**src/rtl/alu_cmd_ctrl.sv**
```systemverilog
// Decoder-to-ALU command controller: latches one command, drives the ALU
// request until done or timeout, writes back R[dst]/flags and pulses a response.
module alu_cmd_ctrl #(
  parameter int DATA_W  = 16,
  parameter int OP_W    = 6,
  parameter int REG_CNT = 8,
  parameter int TIMEOUT = 64
) (
  input  logic                       clk,
  input  logic                       rst_b,
  input  logic                       cmd_valid,
  output logic                       cmd_ready,
  input  logic [OP_W-1:0]            cmd_opcode,
  input  logic [$clog2(REG_CNT)-1:0] cmd_dst,
  input  logic [$clog2(REG_CNT)-1:0] cmd_src,
  input  logic                       cmd_use_imm,
  input  logic [DATA_W-1:0]          cmd_imm,
  output logic                       alu_enable,
  output logic [OP_W-1:0]            alu_opcode,
  output logic [DATA_W-1:0]          alu_term1,
  output logic [DATA_W-1:0]          alu_term2,
  input  logic [DATA_W-1:0]          alu_result,
  input  logic                       alu_fl_zero,
  input  logic                       alu_fl_negative,
  input  logic                       alu_fl_carry,
  input  logic                       alu_fl_overflow,
  input  logic                       alu_done,
  output logic                       rsp_valid,
  output logic [DATA_W-1:0]          rsp_result,
  output logic [3:0]                 rsp_flags,
  output logic                       rsp_err,
  output logic [3:0]                 flags_q,
  input  logic [$clog2(REG_CNT)-1:0] dbg_addr,
  output logic [DATA_W-1:0]          dbg_data
);
  localparam int AW = $clog2(REG_CNT);
  localparam int CW = $clog2(TIMEOUT + 1);

  localparam logic [OP_W-1:0] OP_DIV = OP_W'(3);
  localparam logic [OP_W-1:0] OP_MOD = OP_W'(4);
  localparam logic [OP_W-1:0] OP_NOT = OP_W'(8);
  localparam logic [OP_W-1:0] OP_CMP = OP_W'(9);
  localparam logic [OP_W-1:0] OP_TST = OP_W'(15);
  localparam logic [OP_W-1:0] OP_INC = OP_W'(16);
  localparam logic [OP_W-1:0] OP_DEC = OP_W'(17);
  localparam logic [OP_W-1:0] OP_MAX = OP_W'(17);

  typedef enum logic [1:0] {S_IDLE, S_EXEC, S_RESP} state_t;

  state_t              r_state;
  logic [DATA_W-1:0]   r_regs [REG_CNT];
  logic [AW-1:0]       r_dst;
  logic                r_wb;
  logic [CW-1:0]       r_cnt;

  logic [DATA_W-1:0]   w_t1;
  logic [DATA_W-1:0]   w_t2;
  logic                w_reject;
  logic                w_wb;
  logic [3:0]          w_alu_fl;

  assign w_alu_fl  = {alu_fl_zero, alu_fl_negative, alu_fl_carry, alu_fl_overflow};
  assign cmd_ready = (r_state == S_IDLE) && !rst_b;
  assign dbg_data  = r_regs[dbg_addr];

  // Unary ops present a zero second term; the divide-by-zero check sees that final term2.
  always_comb begin
    w_t1 = r_regs[cmd_dst];
    w_t2 = cmd_use_imm ? cmd_imm : r_regs[cmd_src];
    if (cmd_opcode == OP_NOT || cmd_opcode == OP_INC || cmd_opcode == OP_DEC)
      w_t2 = '0;
    w_reject = (cmd_opcode > OP_MAX) ||
               ((cmd_opcode == OP_DIV || cmd_opcode == OP_MOD) && (w_t2 == '0));
    w_wb     = !(cmd_opcode == OP_CMP || cmd_opcode == OP_TST);
  end

  always_ff @(posedge clk) begin
    if (rst_b) begin
      r_state    <= S_IDLE;
      for (int i = 0; i < REG_CNT; i++) r_regs[i] <= '0;
      r_dst      <= '0;
      r_wb       <= 1'b0;
      r_cnt      <= '0;
      flags_q    <= '0;
      alu_enable <= 1'b0;
      alu_opcode <= '0;
      alu_term1  <= '0;
      alu_term2  <= '0;
      rsp_valid  <= 1'b0;
      rsp_result <= '0;
      rsp_flags  <= '0;
      rsp_err    <= 1'b0;
    end else begin
      case (r_state)
        S_IDLE: begin
          rsp_valid <= 1'b0;
          if (cmd_valid) begin
            if (w_reject) begin
              r_state    <= S_RESP;
              rsp_valid  <= 1'b1;
              rsp_err    <= 1'b1;
              rsp_result <= '0;
              rsp_flags  <= flags_q;
            end else begin
              r_state    <= S_EXEC;
              alu_enable <= 1'b1;
              alu_opcode <= cmd_opcode;
              alu_term1  <= w_t1;
              alu_term2  <= w_t2;
              r_dst      <= cmd_dst;
              r_wb       <= w_wb;
              r_cnt      <= '0;
            end
          end
        end
        S_EXEC: begin
          if (alu_done) begin
            if (r_wb) r_regs[r_dst] <= alu_result;
            flags_q    <= w_alu_fl;
            alu_enable <= 1'b0;
            rsp_valid  <= 1'b1;
            rsp_result <= alu_result;
            rsp_flags  <= w_alu_fl;
            rsp_err    <= 1'b0;
            r_state    <= S_RESP;
          end else if (r_cnt == CW'(TIMEOUT - 1)) begin
            // TIMEOUT-th request cycle without done: abandon, architectural state untouched
            alu_enable <= 1'b0;
            rsp_valid  <= 1'b1;
            rsp_result <= '0;
            rsp_flags  <= flags_q;
            rsp_err    <= 1'b1;
            r_state    <= S_RESP;
          end else begin
            r_cnt <= r_cnt + 1'b1;
          end
        end
        S_RESP: begin
          rsp_valid <= 1'b0;
          r_state   <= S_IDLE;
        end
        default: r_state <= S_IDLE;
      endcase
    end
  end
endmodule

```
**config.mk**
```make
export PLATFORM = sky130hd
export DESIGN_NAME = alu_cmd_ctrl
export DESIGN_NICKNAME = d
export VERILOG_FILES = /design/src/rtl/alu_cmd_ctrl.sv
export SDC_FILE = /design/constraint.sdc
export NUM_CORES = 1
export LEC_CHECK = 0
export BUFFER_PORTS_ARGS = -buffer_cell sky130_fd_sc_hd__buf_4
export CAP_MARGIN = 20
export CORE_MARGIN = 2
export CORE_UTILIZATION = 40
export CTS_CLUSTER_SIZE = 14
export DETAILED_ROUTE_END_ITERATION = 7
export GPL_ROUTABILITY_DRIVEN = 0
export GPL_TIMING_DRIVEN = 0
export HOLD_SLACK_MARGIN = 0.03
export PLACE_DENSITY_LB_ADDON = 0.25
export SYNTH_ARGS = -nofsm -noshare
export SYNTH_HDL_FRONTEND = slang
export SYNTH_SLANG_ARGS = --single-unit
```
**constraint.sdc**
```tcl
create_clock -name clk -period 7.2 [get_ports clk]
set_clock_uncertainty 0.05 [all_clocks]
set_input_delay 1.08 -clock clk [delete_from_list [all_inputs] [get_ports clk]]
set_output_delay 1.08 -clock clk [all_outputs]
set_load 0.02 [all_outputs]
```
# Word level (Yosys, flattened, before mapping)
# Memories as Yosys holds them, arrays and structs flattened. A register that Yosys moved wholly into a read port is not among the register bits.
# Cells that the tools add are included.
totals:
  regBits: 62
  mem_bits_rw: 128
  in_bits: 56
  out_inout_bits: 82
  wordCells: 99
  mem_count: 1
memory_table:
  columns: ["memory", "words", "word_bits", "read_ports", "rd_ports_with_merged_regs", "wr", "line_no", "text"]
  rows:
  - ["r_regs", 8, 16, 3, 1, 8, "51", "logic [DATA_W-1:0] r_regs [REG_CNT];"]
classes:
  add_sub_neg: 1
  order_cmp: 1
  eq_ne: 16
  n_mux: 46
  n_bitwise: 1
  reduce_logical: 21
ops:
  columns: ["op", "n"]
  rows:
  - ["$mux W16", 7]
  - ["$pmux W16 S2", 1]
  - ["$mux W7", 4]
  - ["$mux W1", 19]
  - ["$eq A6 B4 Y1 const B", 3]
  - ["$logic_not A16 Y1", 1]
  - ["$mux W4", 4]
  - ["$reduce_or A16 Y1", 1]
  - ["$pmux W7 S2", 1]
  - ["$eq A6 B5 Y1 const B", 2]
  - ["$ne A2 B2 Y1 const B", 5]
  - ["$mux W2", 4]
  - ["$pmux W4 S2", 1]
  - ["$reduce_and A4 Y1", 2]
  - ["$add A7 B1 Y7 const B", 1]
  - ["$eq A7 B6 Y1 const B", 1]
  - ["$eq A6 B2 Y1 const B", 1]
  - ["$eq A6 B3 Y1 const B", 1]
  - ["$gt A6 B5 Y1 const B", 1]
  - ["$reduce_and A2 Y1", 3]
  - ["$logic_or A1 B1 Y1", 5]
  - ["$reduce_and A5 Y1", 1]
  - ["$pmux W1 S2", 2]
  - ["$pmux W2 S2", 1]
  - ["other kinds (12)", 14]

# Depth between registers and ports, before layout
# Gate-level depths: netlist of run 1.
depth:
  depth_word: 10
  depth_mapped: 13
  mapped_depth_nobuf: 9

# Least setup slack after synthesis of run 1
# Ideal clock, no wire load.
synth_path:
  path_kind: "input-to-output"
  startpoint: "in dbg_addr[0]"
  endpoint: "out dbg_data[11]"
  arrival_time_ns: 2.717
  required_time_ns: 6.070
  slack_ns: 3.353
  stages: 4
  cell_sequence: "clkbuf_1 > buf_1 > mux4_2 > mux2_2"
synth_between:
  elab_chain_cells: 1
synth_rtl:
  columns: ["element", "line_no", "text"]
  rows:
  - ["start, declared", "33", "input logic [$clog2(REG_CNT)-1:0] dbg_addr,"]
  - ["$mem_v2 Z8 W16", null, null]
  - ["end, declared", "34", "output logic [DATA_W-1:0] dbg_data"]
# Every way passes these cells.

# Worst setup path after layout of run 1
layout_path:
  startpoint: "in cmd_src[1]"
  endpoint: "reg rsp_flags[3]"
layout_between:
  elab_chain_cells: 8
layout_rtl:
  columns: ["element", "line_no", "text"]
  rows:
  - ["start, declared", "15", "input logic [$clog2(REG_CNT)-1:0] cmd_src,"]
  - ["$mem_v2 Z8 W16", null, null]
  - ["$mux W16", "69", "w_t2 = cmd_use_imm ? cmd_imm : r_regs[cmd_src];"]
  - ["$mux W16", "70", "if (cmd_opcode == OP_NOT || cmd_opcode == OP_INC || cmd_opcode == OP_DEC)"]
  - ["$logic_not A16 Y1", "73", "((cmd_opcode == OP_DIV || cmd_opcode == OP_MOD) && (w_t2 == '0));"]
  - ["$logic_and A1 B1 Y1", "73", null]
  - ["$logic_or A1 B1 Y1", "72", "w_reject = (cmd_opcode > OP_MAX) ||"]
  - ["$ne A2 B2 Y1 (no line)", null, null]
  - ["$reduce_and A4 Y1 (no line)", null, null]
  - ["end signal, assigned", "103", "rsp_flags <= flags_q;"]
  - ["end signal, assigned", "123", "rsp_flags <= w_alu_fl;"]
  - ["end signal, assigned", "131", "rsp_flags <= flags_q;"]
  - ["end, declared", "30", "output logic [3:0] rsp_flags,"]
# Every way passes these cells.
# A chain may end at the register's enable or synchronous reset.

==> impl_summary.md, run 1 <==
Clocking
The root cell of the clock tree is clkbuf_16. Counting along the longest clock path gives a buffer depth of 3. For the worst-skew pair, the clock arrives at the later sink with an insertion delay of 530 ps. CTS saw 206 sinks. The maximum level of the CTS H-tree is 1. After clock tree synthesis, the clock-pin slew on the worst setup and hold paths is 60 ps. Post-CTS repair changed the size of 0 cells. The number of buffers inserted during clock tree synthesis is 24. TritonCTS built the clock tree. The post-CTS setup buffer count is 0.

The number of hold buffers added after cts is 0.

Critical path
For the worst setup path, the data required time is 7560 ps. For the worst setup path, the data arrival time is 5060 ps. The worst register-to-register path has a setup slack of 3520 ps.

The slowest stage of the critical path is the a21oi_1 cell. The worst reg2reg path depth is 8. The worst setup path is launched from an input pin.

The critical path goes through buf_2 > nor2b_1 > clkbuf_1 > a222oi_1 > a221oi_1 > nor4_1 > o2111a_1 > a21oi_1 > nor2_1 > mux2_2. The maximum fanout along the worst path is 10. STA classifies the critical path endpoint as a flip-flop. The classification of the worst setup path is input pin to flip-flop.

For this run, the slowest stage of the critical path takes 880 ps.

Power and ir drop
VDD sags by at most 0.116 mV. The share of total power dissipated in combinational logic is 0.147. For this design the total switching power over the nets is 0.780 mW.

Summing internal, switching and leakage power gives 3.03 mW. The analysis attributes to cell leakage a power of 5.48 nW. In this run the power density over the cells is 220 nW/um^2. The internal power consumption is 2.25 mW.

Of the total power, the clock network draws 0.418. The register share of total power is 0.435. The switching part of the total is 0.258.

Global routing
The layer with the highest usage is met2. The number of antenna violations at the first check in global routing was 0. The first global-routing pass estimated 55.9 mm of wire.

The via count of the first global-routing pass is 8,703. The leftover overflow at the end of global routing is 0. In the global route stage, met2 resource usage came out at 0.405. For this run, the total global-route usage over all layers was measured as 0.251.

Entering global routing, the biggest net connects 17 pins. The met3 capacity usage during global routing is 0.0406. The met1 global-route usage is 0.343.

STA
Setup repair after global routing left no endpoint under its margin. The final critical-path required period is 4700 ps. Adding up every negative setup slack in the final design gives 0 ps. The number of pins exceeding their max-slew limit in the final report is 0. The relative slew slack is 0.232.

The number of setup violations in the final report is 0. The actual transition at the worst max-transition pin is 1150 ps. The number of failing hold endpoints at the final stage is 0. The worst hold slack across all endpoints is 401 ps. Of the available clock period, the critical path in the final layout requires 0.653.

The maximum clock rate is 213 MHz.

Synth
In this run, synthesis inferred 128 flip-flops with an integrated enable. Of all cell types, the one taking the most synthesized area is edfxtp_1. The fraction of post-synthesis cell area in the top cell type by area is 0.335.

In the synthesized netlist the async set-or-reset flop fraction comes to 0. The share of the yosys chip area belonging to registers is 0.472. The xor and xnor fraction of the mapped netlist area is 0.000764.

The complex-gate fraction of the synthesized area came to 0.0762. Of the total synthesized cell area, the portion taken by full adders, half adders and majority gates is 0.00437. By area the synthesized netlist is led by edfxtp_1 (34%), mux4_2 (14%), dfxtp_1 (14%). The warning count from the yosys run is 0.

The gate count of the mapped netlist is 935. The main combinational cell family by area after synthesis is multiplexers. Synthesis produced a netlist with a net count of 995. For this run, the leading register cell type out of synthesis is edfxtp_1.

The mean instance size in the synthesized netlist is 12.3 um^2. Of the total synthesized cell area, the portion taken by AND, OR, NAND and NOR gates is 0.144. Measured against the total synthesized area, the mux share comes to 0.262.

Counting distinct cell types in the post-synthesis netlist gives 60. The post-synthesis instance area is 11,500 um^2. In this run, synthesis produced a sequential element count of 206.

Route
The number of vias per cell after detailed routing is 5.80. For this run, design rule violations remaining after detail routing come to 0. The post-detailed-route wirelength per cell is 25.6 um. In this run, the number of DRC markers left after iteration 0 of detailed routing was 897.

The number of iterations in the first detailed-routing pass is 6. The post-route antenna net violation count is 0. The wire length reported by the detailed router is 38.2 mm. The count of vias placed by the detailed router is 8,652.

Die
The height of the chip is 173 um. The floorplan step defined a die boundary enclosing 30,000 um^2. The I/O pin count is 138. From left edge to right edge, the die measures 173 um. The starting density of the core is 0.409.

The initialized floorplan defines 61 standard-cell rows. The region available for standard cell placement spans 28,000 um^2.

Final layout
The antenna diode count is 0. The finished layout cell area is 13,800 um^2. In the layout the commonest cells are buf_4 (131), and2_1 (130), edfxtp_1 (128). The most common cell after layout, fill and taps aside is buf_4. At the end of the flow the core is filled with cells to 0.493. In the final layout, the share of cells above drive strength 1 is 0.324. The area growth from synthesis to final layout is 20.4%. After the last flow step, the layout net total stands at 1,155.

Status
The run finished with clean final reports.

Run
The max capacitance violation total is 0.

Hold path
The kind of path behind the tightest hold check is flip-flop to flip-flop. The instance count along the most critical hold path is 2.

Placement
Buffers placed on the I/O ports in this run total 129. The post-place instance area is 12,900 um^2. The detailed-placement wirelength estimate is 26.9 mm.
registers in the layout (all words and copies together) (netlist names):
signal      flops
r_regs        128
alu_term1      16
alu_term2      16
rsp_result     16
r_cnt           7
alu_opcode      6
flags_q         4
rsp_flags       4
r_dst           3
r_state         2
alu_enable      1
r_wb            1
rsp_err         1
rsp_valid       1
Yosys cell counts, types with 3 or more instances:
cell type	instances
nand4_1	18
or2_2	12
nor2b_1	9
nor2_1	68
a21o_1	4
clkbuf_1	39
or3_1	5
buf_1	8
a22oi_1	4
o31ai_1	3
edfxtp_1	128
and2_1	130
o2bb2ai_1	5
ha_1	4
inv_1	23
dfxtp_1	78
buf_6	5
nor4_1	4
a221oi_1	8
nor3_1	8
a222oi_1	9
nand3_1	6
o21ai_0	25
a21oi_1	47
mux4_2	73
nand2_1	27
nand2b_1	5
buf_2	13
mux2i_1	50
mux2_2	73
buf_12	3
o21a_1	4
power by group through the flow:
stage                     Combinational, mW  Clock [mW]  Sequential (mW)
final                                 0.444        1.27             1.32
after global routing                  0.468        1.33             1.32
after CTS                             0.439        1.29             1.32
after detailed placement              0.437           0             1.34
after global placement                0.433           0             1.34
after floorplan                       0.253           0             1.34
through the flow:
step / setup WS (ps) / instances
6_report: 2500 / 1491
5_1_grt: 2480 / 1491
4_1_cts: 2730 / 1488
3_5_place_dp: 2180 / 1444
3_3_place_gp: 2210 / 1442
2_1_floorplan: 3350 / 935
metal layers:
metal / part of all wire / up-vias
met5: 0 / -
met4: 0.035 / 0
met3: 0.082 / 83
met2: 0.46 / 453
met1: 0.42 / 4261
li1: - / 3855
layout make-up:
type                            instances  area, um^2
Buffer                                 70         373
Clock buffer                           34         724
Clock inverter                         10         110
Fill cell                            2536       14200
Inverter                               23        86.3
Multi-Input combinational cell        636        5600
Sequential cell                       206        5410
Tap cell                              378         473
Timing Repair Buffer                  134        1030
critical path, delay by kind of cell:
kind / cells / cell delay [ps]
AOI/OAI and AO/OA: 4 / 2180
buffers and inverters: 2 / 700
muxes: 1 / 360
and+or+nand+nor: 3 / 730
final timing paths:
path,start,to
worst max-delay path,cmd_src[1],rsp_flags[3]
worst min-delay path,r_cnt[6],r_cnt[6]
worst max register to register,r_state[1],r_regs[1][14]
worst min register to register,r_cnt[6],r_cnt[6]
cell families (layout without fill, tap and decap cells):
kind of cell	count (synthesis)	count (layout)
AOI/OAI and AO/OA	130	130
xor gates and xnor gates	1	1
adders and majority gates	4	4
buffers and inverters	93	271
DFF	206	206
muxes	199	199
and+or+nand+nor	302	302
Power figures use the tool's default switching activity.
==> inputs of run 2 (changes only) <==
clock period = 3.8 ns   (was 7.2 ns; I/O delays follow)
==> impl_summary.md, run 2 (synthesis results as in run 1) <==
Status
The run finished with clean final reports.

Final layout
The library cell used most frequently in the layout, excluding fill and tap cells, is buf_4. The antenna diode count was 0 (unchanged). The storage element area is 5410 um^2 (unchanged). The library cells used most frequently in the layout, excluding fill and tap cells, are buf_4 (131), and2_1 (130), edfxtp_1 (128). The ratio of cells with drive above 1 in the final layout was 0.330 (+0.00539). The area of combinational cells with multiple inputs is 5620 um^2 (+0.49%).

The area growth from synthesis to final layout is 20.7%. The final-stage net count is 1,155 (unchanged). The fill cell total of the finished layout is 2,532 (-0.16%).

The flip-flop count of the largest register after layout was 128 (unchanged). The finished layout cell area came to 13,800 um^2 (+0.21%). The register bank with the most flops is r_regs.

Clocking
The post-CTS setup buffer count is 0 (unchanged). The number of buffers inserted during clock tree synthesis is 24 (unchanged). The maximum buffer depth of the clock tree is 3 (unchanged). The maximum level of the CTS H-tree was 1 (unchanged). TritonCTS built the clock tree. The clock sink total is 206 (unchanged).

The source-to-sink clock delay at the later pin of the worst-skew pair is 530 ps (about the same). Clock tree synthesis selected as its root buffer the cell clkbuf_16. The clock transition time at the flip-flop clock pins of the worst setup and hold paths is 60 ps (about the same).

Critical path
STA classifies the critical path startpoint as a flip-flop. The flop-to-flop setup slack is 140 ps (-3380 ps). The family with the most delay on the worst path is simple AND/OR/NAND/NOR gates. The critical path is of the flip-flop to flip-flop type. The data arrival at the endpoint of the critical path came to 3770 ps (-1290 ps). The endpoint identified for the worst register-to-register timing path is r_regs[0][13].

The worst reg2reg path depth is 7 (-1). The delay of the slowest cell on the worst path came to 850 ps (-30 ps). The data required time at the worst endpoint is 3900 ps (-3660 ps). Traced cell by cell, the critical path runs through inv_1 > ha_1 > clkbuf_1 > nand2_1 > or4b_2 > nor3_1 > or2_2.

The number of buffers and inverters on the critical path is 2 (unchanged). The largest individual stage delay along the critical path comes from the cell nor3_1. The kind of capture point of the worst setup path is a flip-flop.

The maximum fanout along the worst path came to 16 (+6). In this run the critical register-to-register path is launched from r_state[1].

STA
The number of pins exceeding their max-slew limit in the final report is 0 (unchanged). The slack of the critical path is 136 ps (-2360 ps). The final critical-path share of the clock period is 0.964. Derived from the worst setup path, the maximum achievable clock frequency is 273 MHz. The number of failing hold endpoints at the final stage is 0 (unchanged). The smallest clock period supported by the final layout is computed as 3660 ps.

The number of setup violations in the final report came to 0 (unchanged). The actual transition at the worst max-transition pin is 1100 ps (-51.8 ps). Setup repair after global routing left no endpoint under its margin. The relative slew slack is 0.267 (+0.0345).

The accumulated negative setup slack came to 0 ps (unchanged).

Route
The number of iterations in the first detailed-routing pass is 6 (unchanged). The wire length reported by the detailed router is 38.2 mm (about the same). The number of vias per cell after detailed routing was 5.81 (about the same). The post-detailed-route wirelength per cell is 25.6 um (about the same). The number of remaining DRC errors is 0 (unchanged). The count of vias placed by the detailed router is 8,658 (+0.069%). The number of design-rule violations left by the first detailed-router iteration was 891 (-0.67%). The post-route antenna net violation count is 0 (unchanged).

Power and ir drop
The cell leakage power came to 5.49 nW (+0.20%). The power per cell area was 416 nW/um^2 (+90%). The internal power consumption was 4.27 mW (+90%). The switching part of the total is 0.259 (+0.00161). The total net switching power is 1.49 mW (+91%). The proportion of power drawn by the clock network was 0.419 (about the same). The maximum vdd drop is 0.222 mV (+92%). The register share of total power is 0.434 (about the same).

The part of the total power dissipated in combinational logic was 0.147 (about the same).

Global routing
The largest net degree at the start of global routing was 17 (unchanged). The number of antenna violations at the first check in global routing came to 0 (unchanged). The total global-route track usage is 0.251 (about the same). The leftover overflow at the end of global routing is 0 (unchanged). The via count of the first global-routing pass is 8,711 (+0.092%). The first-pass GRT wire length came to 55.9 mm (about the same).

Die
The core region area came to 28,000 um^2 (unchanged). The starting density of the core is 0.409 (unchanged). The height of the chip was 173 um (unchanged). The die width is 173 um (unchanged). The number of placement rows was 61 (unchanged). The full die area came to 30,000 um^2 (unchanged). The I/O pin count came to 138 (unchanged).

Placement
The post-place instance area was 12,900 um^2 (unchanged). The worst slack at placement was -712 ps (-2890 ps). The count of input and output buffers is 129 (unchanged). The detailed-placement wirelength estimate was 26.9 mm (unchanged).

Hold path
The path with the worst hold slack has its endpoint at flags_q[3]. In this run the most critical hold path is launched from alu_fl_zero. The instance count along the most critical hold path is 3 (+1). The kind of path behind the tightest hold check is input pin to flip-flop.

Run
The max capacitance violation total is 0 (unchanged).
[run 2: power groups by stage]
stage	Clock, mW	Combinational (mW)	Sequential [mW]
6_report	2.41	0.845	2.50
5_1_grt	2.52	0.890	2.51
4_1_cts	2.44	0.832	2.50
3_5_place_dp	0	0.827	2.54
3_3_place_gp	0	0.820	2.54
2_1_floorplan	0	0.479	2.55
[run 2: routing by layer]
metal,wire [um],vias up,track usage,share of wire
met5,0,-,0,0
met2,17600,439,0.405,0.46
met4,1270,0,0.0904,0.033
met1,16200,4283,0.343,0.43
li1,-,3853,-,-
met3,3070,83,0.0406,0.080
[run 2: through the flow]
step | utilization | power, mW | std cells | hold slack, ps
2_1_floorplan | - | 3.03 | 935 | 377
3_3_place_gp | 0.461 | 3.36 | 1442 | 388
3_5_place_dp | 0.462 | 3.37 | 1444 | 395
4_1_cts | 0.492 | 5.77 | 1488 | 244
5_1_grt | 0.494 | 5.91 | 1491 | 263
6_report | 0.494 | 5.76 | 1491 | 260
[run 2: worst min-delay path, cell delays in order]
cell	delay, ps
buf_4	110
nand2_1	40
a21oi_1	60
[run 2: timing repair]
item                                    4_1_cts  5_1_grt
hold buffers                                  0        0
endpoints found under the setup margin       15       55
hold endpoints to repair                      0        0
resized for setup                             1        6
[run 2: worst max path at each step]
stage,from,end,slack [ps],cells after the start
4_1_cts,r_state[1],r_regs[1][9],140,8
5_1_grt,cmd_src[1],rsp_result[14],20,11
3_3_place_gp,cmd_src[1],rsp_flags[1],-680,10
2_1_floorplan,cmd_src[0],alu_term2[6],680,12
6_report,r_state[1],r_regs[0][13],140,7
3_5_place_dp,cmd_src[1],rsp_flags[3],-710,10
[run 2: area by class of cell]
class	instances	share of cell area
multi-input cells	636	0.407
repair buffers	134	0.0746
flip-flops and latches	206	0.391
clock buffers	34	0.0524
well taps	378	0.0342
inverters	23	0.00624
clock inverters	10	0.00796
plain buffers	70	0.0271
==> inputs of run 3 (changes only) <==
--- a/config.mk
+++ b/config.mk
@@ -6,5 +6,4 @@
 export NUM_CORES = 1
 export LEC_CHECK = 0
-export BUFFER_PORTS_ARGS = -buffer_cell sky130_fd_sc_hd__buf_4
 export CAP_MARGIN = 20
 export CORE_MARGIN = 2
@@ -12,4 +11,5 @@
 export CTS_CLUSTER_SIZE = 14
 export DETAILED_ROUTE_END_ITERATION = 7
+export DONT_BUFFER_PORTS = 1
 export GPL_ROUTABILITY_DRIVEN = 0
 export GPL_TIMING_DRIVEN = 0
==> constraint.sdc (replaced) <==
create_clock -name clk -period 3 [get_ports clk]
set_clock_uncertainty 0.05 [all_clocks]
set_input_delay 0.45 -clock clk [delete_from_list [all_inputs] [get_ports clk]]
set_output_delay 0.45 -clock clk [all_outputs]
set_load 0.1 [all_outputs]
==> impl_summary.md, run 3 (synthesis results as in run 1) <==
Route
The number of remaining DRC errors is 0 (unchanged). The post-route antenna net violation count came to 0 (unchanged). The number of design-rule violations left by the first detailed-router iteration is 1,039 (+17%). The count of vias placed by the detailed router is 8,514 (-1.7%). The wire length reported by the detailed router came to 39.3 mm (+2.7%). The post-detailed-route wirelength per cell is 28.2 um (+10%).

The number of iterations in the first detailed-routing pass is 6 (unchanged). The number of vias per cell after detailed routing is 6.12 (+5.3%).

Global routing
The leftover overflow at the end of global routing is 0 (unchanged). The first-pass GRT wire length is 56.3 mm (+0.60%). The via count of the first global-routing pass is 8,248 (-5.3%). The number of antenna violations at the first check in global routing is 1 (+1). The total global-route track usage came to 0.255 (+0.00359). The largest net degree at the start of global routing was 17 (unchanged).

Status
The flow ran to the end, but the final reports show violations. The checks that failed: negative setup slack.

Die
The core region area is 28,000 um^2 (unchanged). The die width was 173 um (unchanged). The starting density of the core is 0.409 (unchanged).

The height of the chip is 173 um (unchanged). The full die area came to 30,000 um^2 (unchanged). The I/O pin count was 138 (unchanged). The number of placement rows is 61 (unchanged).

Clocking
The maximum buffer depth of the clock tree was 3 (unchanged). The root cell of the clock tree is clkbuf_16. The number of buffers inserted during clock tree synthesis is 24 (unchanged).

The source-to-sink clock delay at the later pin of the worst-skew pair is 530 ps (about the same). The clock tree from TritonCTS is yes. The clock sink total is 206 (unchanged).

The maximum level of the CTS H-tree came to 1 (unchanged). The clock transition time at the flip-flop clock pins of the worst setup and hold paths is 60 ps (about the same).

Final layout
r_regs holds more flip-flops than any other register. The area growth from synthesis to final layout is 18.6%. The end-of-flow core utilization is 0.485 (-0.00831). The fill cell total of the finished layout was 2,446 (-3.4%). The flip-flop count of the largest register after layout is 128 (unchanged). The library cell used most frequently in the layout, excluding fill and tap cells, is and2_1. The antenna diode count is 0 (unchanged).

The ratio of cells with drive above 1 in the final layout came to 0.306 (-0.0240). The final-stage net count is 1,056 (-8.6%). In the layout the commonest cells are and2_1 (130), edfxtp_1 (128), dfxtp_1 (78).

STA
The final critical-path share of the clock period came to 1.04 (+0.0743). The final critical-path required period is 3120 ps (-548 ps). The number of setup violations in the final report is 40 (+40).

The relative slew slack is 0.269 (+0.00194). The number of pins exceeding their max-slew limit in the final report came to 0 (unchanged). Setup repair after global routing could not meet its margin everywhere. The number of failing hold endpoints at the final stage came to 0 (unchanged). The slack of the critical path was -115 ps (-252 ps). The actual transition at the worst max-transition pin came to 1100 ps (-4.08 ps). The maximum clock rate is 321 MHz (+18%).

Critical path
STA classifies the critical path endpoint as a flip-flop. The classification of the worst setup path is flip-flop to flip-flop. STA classifies the critical path startpoint as a flip-flop. The data arrival at the endpoint of the critical path was 3450 ps (-320 ps). The data required time at the worst endpoint is 3340 ps (-560 ps). The flop-to-flop setup slack is -120 ps (-250 ps). The maximum fanout along the worst path came to 6 (-10).

Hold path
The worst hold path belongs to the class input pin to flip-flop.

Power and ir drop
The power per cell area is 548 nW/um^2 (+32%). The proportion of power drawn by the clock network came to 0.396 (-0.023). The part of the total power dissipated in combinational logic came to 0.153 (+0.006).

The register share of total power is 0.451 (+0.017). The maximum vdd drop came to 0.379 mV (+71%). The cell leakage power is 5.10 nW (-7.1%). The switching part of the total is 0.292 (+0.0334). The total net switching power was 2.18 mW (+46%).

The internal power consumption is 5.27 mW (+24%).

Placement
The detailed-placement wirelength estimate was 27.1 mm (+0.80%). The worst slack at placement is -1420 ps (-707 ps). The count of input and output buffers came to 0 (-100%).

Run
The max capacitance violation total is 0 (unchanged).
run 3: what timing repair did:
action	4_1_cts	5_1_grt
endpoints found under the setup margin	303	257
cloned	1	1
hold endpoints to repair	8	0
pin swaps	11	37
gates resized for setup	68	43
hold buffers	8	0
buffers inserted	11	14
run 3: final cells by class:
type,count,area [um^2],area share
Sequential cell,206,5410,0.398
Clock inverter,10,105,0.00773
Clock buffer,34,679,0.0500
Buffer,67,418,0.0307
Inverter,23,86.3,0.00635
Timing Repair Buffer,38,507,0.0373
Tap cell,378,473,0.0348
Multi-Input combinational cell,636,5920,0.436
run 3: metal layers:
layer / track usage / routed length (um)
met1: 0.348 / 15800
met2: 0.405 / 18100
met3: 0.0629 / 4250
met4: 0.0674 / 1100
met5: 0 / 0
run 3: power by group through the flow:
stage	sequential [mW]	combinational [mW]	clock (mW)
final	3.36	1.14	2.95
after global routing	3.37	1.19	3.06
after CTS	3.35	1.09	2.97
after detailed placement	3.41	1.01	0
after global placement	3.41	1.01	0
after floorplan	3.38	0.758	0
run 3: per-stage QoR:
stage | hold WS (ps) | total power [mW] | instance area [um^2] | cells | setup TNS (ps)
5_1_grt | 51.8 | 7.62 | 13600 | 1392 | -6150
2_1_floorplan | 377 | 4.14 | 11500 | 935 | 0
3_5_place_dp | 393 | 4.42 | 11900 | 1314 | -201370
3_3_place_gp | 389 | 4.41 | 11900 | 1313 | -204700
4_1_cts | 35.0 | 7.40 | 13200 | 1378 | -153
6_report | 45.6 | 7.45 | 13600 | 1392 | -1760
run 3: critical path, cell delays in order (launching register included):
cell and delay [ps]:
edfxtp_1 420, mux2_4 280, a222oi_1 460, a221oi_2 220, nor4_2 370, o2111ai_2 210, o2111ai_2 260, buf_6 200
buf_12 120, buf_16 110, mux2i_1 180, nor2_1 70
run 3: worst paths after layout:
kind | end | start | cells past startpoint
worst max-delay path | alu_opcode[3] | r_regs[5][13] | 11
worst min-delay path | flags_q[1] | alu_fl_carry | 2
worst max register to register | alu_opcode[3] | r_regs[5][13] | 11
worst min register to register | r_cnt[6] | r_cnt[6] | 2
